<file path="src/rtl/pipe_stage_elastic.sv">
// Elastic pipeline register: DEPTH stages of {valid, data, ctrl} with a valid/ready
// handshake, global stall, synchronous flush, bubble collapsing and an occupancy count.
module pipe_stage_elastic #(
  parameter int DATA_W     = 32,
  parameter int CTRL_W     = 16,
  parameter int DEPTH      = 1,
  parameter bit CLEAR_DATA = 1'b1,
  localparam int OCC_W     = $clog2(DEPTH + 1)
) (
  input  logic              clk,
  input  logic              reset,
  input  logic              stall,
  input  logic              flush,
  input  logic              in_valid,
  output logic              in_ready,
  input  logic [DATA_W-1:0] in_data,
  input  logic [CTRL_W-1:0] in_ctrl,
  output logic              out_valid,
  input  logic              out_ready,
  output logic [DATA_W-1:0] out_data,
  output logic [CTRL_W-1:0] out_ctrl,
  output logic [OCC_W-1:0]  occupancy
);

  logic [DEPTH-1:0]  v_q, v_d;
  logic [DATA_W-1:0] d_q [DEPTH];
  logic [DATA_W-1:0] d_d [DEPTH];
  logic [CTRL_W-1:0] c_q [DEPTH];
  logic [CTRL_W-1:0] c_d [DEPTH];

  // Upstream view of each stage: stage 0 sees the input port, stage i sees stage i-1.
  logic [DEPTH-1:0]  v_up;
  logic [DATA_W-1:0] d_up [DEPTH];
  logic [CTRL_W-1:0] c_up [DEPTH];

  logic [DEPTH-1:0]  rdy;
  logic              hole;
  logic [OCC_W-1:0]  occ_cnt;

  // A stage is ready when it, or any stage nearer the output, is empty, or the
  // consumer takes the head entry; this is what collapses bubbles.
  always_comb begin
    // NOTE: blocking '=' in always_comb lets 'hole' accumulate across the loop;
    // sequential state below uses '<=' only.
    hole = out_ready;
    rdy  = '0;
    for (int i = DEPTH - 1; i >= 0; i--) begin
      hole   = hole | ~v_q[i];
      rdy[i] = ~stall & ~flush & hole;
    end
  end

  always_comb begin
    v_up[0] = in_valid;
    d_up[0] = in_data;
    c_up[0] = in_ctrl;
    for (int i = 1; i < DEPTH; i++) begin
      v_up[i] = v_q[i-1];
      d_up[i] = d_q[i-1];
      c_up[i] = c_q[i-1];
    end
  end

  always_comb begin
    // NOTE: every next-state signal starts as a copy of its register, so no path
    // leaves it unassigned and no latch is inferred.
    v_d = v_q;
    d_d = d_q;
    c_d = c_q;
    if (flush) begin
      v_d = '0;
      for (int i = 0; i < DEPTH; i++) begin
        c_d[i] = '0;
        if (CLEAR_DATA) d_d[i] = '0;
      end
    end else begin
      for (int i = 0; i < DEPTH; i++) begin
        if (rdy[i]) begin
          v_d[i] = v_up[i];
          if (v_up[i]) begin
            d_d[i] = d_up[i];
            c_d[i] = c_up[i];
          end
        end
      end
    end
  end

  always_ff @(posedge clk or negedge reset) begin
    if (!reset) begin
      // NOTE: the payload arrays are reset too, because the outputs must read zero
      // while reset is asserted, not only the valid bits.
      v_q <= '0;
      d_q <= '{default: '0};
      c_q <= '{default: '0};
    end else begin
      v_q <= v_d;
      d_q <= d_d;
      c_q <= c_d;
    end
  end

  always_comb begin
    occ_cnt = '0;
    for (int i = 0; i < DEPTH; i++) begin
      occ_cnt = occ_cnt + OCC_W'(v_q[i]);
    end
  end

  assign in_ready  = rdy[0];
  assign out_valid = v_q[DEPTH-1] & ~stall & ~flush;
  assign out_data  = d_q[DEPTH-1];
  assign out_ctrl  = c_q[DEPTH-1];
  assign occupancy = occ_cnt;

endmodule

</file>
<file path="config.mk">
export PLATFORM = sky130hd
export DESIGN_NAME = pipe_stage_elastic
export DESIGN_NICKNAME = d
export VERILOG_FILES = /design/src/rtl/pipe_stage_elastic.sv
export SDC_FILE = /design/constraint.sdc
export NUM_CORES = 1
export LEC_CHECK = 0
export ABC_AREA = 1
export ABC_CLOCK_PERIOD_IN_PS = 2310
export CELL_PAD_IN_SITES_DETAIL_PLACEMENT = 0
export CELL_PAD_IN_SITES_GLOBAL_PLACEMENT = 2
export CORE_ASPECT_RATIO = 0.6
export CORE_UTILIZATION = 23
export DETAILED_ROUTE_END_ITERATION = 8
export HOLD_SLACK_MARGIN = 0.15
export PLACE_DENSITY = 0.87
export SLEW_MARGIN = 20
export SYNTH_ARGS = -nofsm -noshare
export SYNTH_HDL_FRONTEND = slang
export SYNTH_SLANG_ARGS = --single-unit
</file>
<file path="constraint.sdc">
create_clock -name clk -period 2.31 [get_ports clk]
set_input_delay 0.462 -clock clk [delete_from_list [all_inputs] [get_ports clk]]
set_output_delay 0.462 -clock clk [all_outputs]
set_load 0.1 [all_outputs]
</file>
==> reports/results.tsv <==
metric	value	unit
port bufs	104	
FF-to-FF Start	v_q	
DR iter-0 viols	93	
row count	25	
Die ar.	9010	µm²
CTS Buffer Depth	2	
Via density	4.27	
FF-to-FF setup slack	1.04	ns
Reg clk slew, reported paths	0.06	ns
antenna violations before repair	0	
CTS Hold Buffers Added	0	
Final Instance Area	3220	µm²
crit-path max cell delay	0.45	ns
first-pass GRT wire length	9.07	mm
most frequent cells in the layout	98 x nand2_1, 54 x buf_4, 52 x clkdlybuf4s50_1, 49 x nand3_1, 49 x dfrtp_1	
TritonRoute pass-1 iters	4	
MaxCap Viol Count	0	
Slew headroom	61.6	%
r2r worst-path depth	6	
pin count of the biggest net entering global routing	50	
post-DP HPWL	4.01	mm
Die W	122	µm
Final #Nets	376	
Routed Antenna Nets	0	
Worst Setup End Kind	primary output	
endpoints failing setup	0	
Design Power	2500	µW
fmax	0.514	GHz
CP bufs+invs	3	
post_cts resized	0	
GPL Wtd Cong	0.725	
CTS Buf Count	5	
io pins	105	
# diodes	0	
period utilisation layout	84.2	%
Die Span Y	73.9	µm
crit-path leading delay family	buffers and inverters	
GRT overflow	0	
H-tree depth	2	
Required @ worst endpoint	1.85	ns
PwrDens	776	nW/µm²
Post-DP Area	3030	µm²
Clk Latency, worst-skew pair	0.29	ns
DR vias	1842	
synthesized area	1980	µm²
Seq/Total Area, Yosys	61.8	%
Core Footprint	8100	µm²
status	finished, final reports clean	
Setup TNS	0	ns
crit-path cells	clkdlybuf4s50_1 > nor2_4 > nand2_2 > inv_1 > buf_12	
initial core utilization	24.5	%
Pins Over Slew Limit	0	
syn_nets	274	
Seq cells post-synth	49	
WP data arrival	1.48	ns
mean post-synth cell area	9.01	µm²
Clock Tree Root	clkbuf_16	
layout cells sized above 1	21.7	%
RSZ-0062 raised after global routing	false	
critical path class	in -> out	
Worst setup SP type	primary input	
Fin. Hold Viols	0	
Clock Skew	0.00743	ns
CTS tree	built	
post-synth cell types	13	
clk sinks	49	
Worst Hold Class	in -> async	
Tmin final	1.95	ns
Synth Instances	220	
routed len/inst	13.5	µm
vias in the first global route	1694	
Residual DRC	0	
Hold Slack	0.162	ns
number of synthesis warnings	0	
FF-to-FF End	out_ctrl[10]	
commonest non-fill, non-tap cell in the layout	nand2_1	
Tot GR Track Use	13.5	%
DRT Wirelength	5.80	mm
Post-CTS Setup Bufs	0	
P&R area growth vs syn	62.1	%
Worst-Margin Slew	0.577	ns
worst ir drop on vdd	0.340	mV
worst-path maximum fanout	3	
static leakage	0.00172	µW
Critical-path top delay cell	clkdlybuf4s50_1	
[logic make-up after synthesis]
family                 Yosys count  share of synthesized area, %
AND/OR/NAND/NOR                152                          32.7
flip-flops                      49                          61.8
buffers and inverters           19                          5.49
[flip-flops by register name, indices dropped and copies added (netlist names)]
| signal | cells |
|---|---|
| out_data | 32 |
| out_ctrl | 16 |
| v_q | 1 |
[layout make-up]
type	count	area (µm²)
Multi-Input combinational cell	152	658
Sequential cell	49	1230
Tap cell	108	135
Clock buffer	5	125
Inverter	4	15.0
Timing Repair Buffer	110	991
Fill cell	830	4890
Clock inverter	3	65.1
[worst register-to-register path, stage by stage, from the launching register on]
cell and delay [ns]:
dfrtp_1 0.41, nand2_1 0.12, nand2_2 0.09, nor2_4 0.09, buf_4 0.31, nand2_1 0.12, nand2_1 0.08
[synthesized netlist by cell type]
cell type | instances | area share [%]
nand2_2 | 1 | 0.32
dfrtp_1 | 49 | 62
buf_4 | 2 | 0.76
nor2_2 | 1 | 0.32
buf_1 | 3 | 0.57
buf_2 | 6 | 1.5
nand3_1 | 50 | 13
nor2_4 | 1 | 0.57
nand2_1 | 98 | 19
buf_6 | 3 | 1.7
and2_1 | 1 | 0.32
clkbuf_1 | 1 | 0.19
inv_1 | 4 | 0.76
[where the power goes]
group | total [µW] | switching, µW | internal, µW
clock network | 925 | 307 | 618
logic | 639 | 467 | 172
registers | 933 | 29.3 | 903
total | 2500 | 803 | 1690
[how the worst max path moves through the flow]
| stage | from | to | slack, ns | cells past startpoint |
|---|---|---|---|---|
| after floorplan | v_q | out_valid | 0.06 | 1 |
| final | flush | in_ready | 0.36 | 5 |
| after global placement | flush | in_ready | 0.35 | 5 |
| after global routing | flush | in_ready | 0.32 | 5 |
| after CTS | flush | in_ready | 0.34 | 5 |
| after detailed placement | flush | in_ready | 0.34 | 5 |
[metrics by stage]
stage	utilization, %	instances	setup slack, ns
2_1_floorplan	-	220	0.0552
3_3_place_gp	37.3	423	0.352
3_5_place_dp	37.3	423	0.337
4_1_cts	39.7	431	0.336
5_1_grt	39.7	431	0.319
6_report	39.7	431	0.364
[metal layers]
layer,up-vias,wire length [µm],global-route usage (%)
met2,80,2310,18.4
met1,855,2900,19.9
met5,-,0,0
li1,899,-,-
met3,8,519,4.50
met4,0,66,4.12
Note: power is estimated with default switching activity, not from simulation.
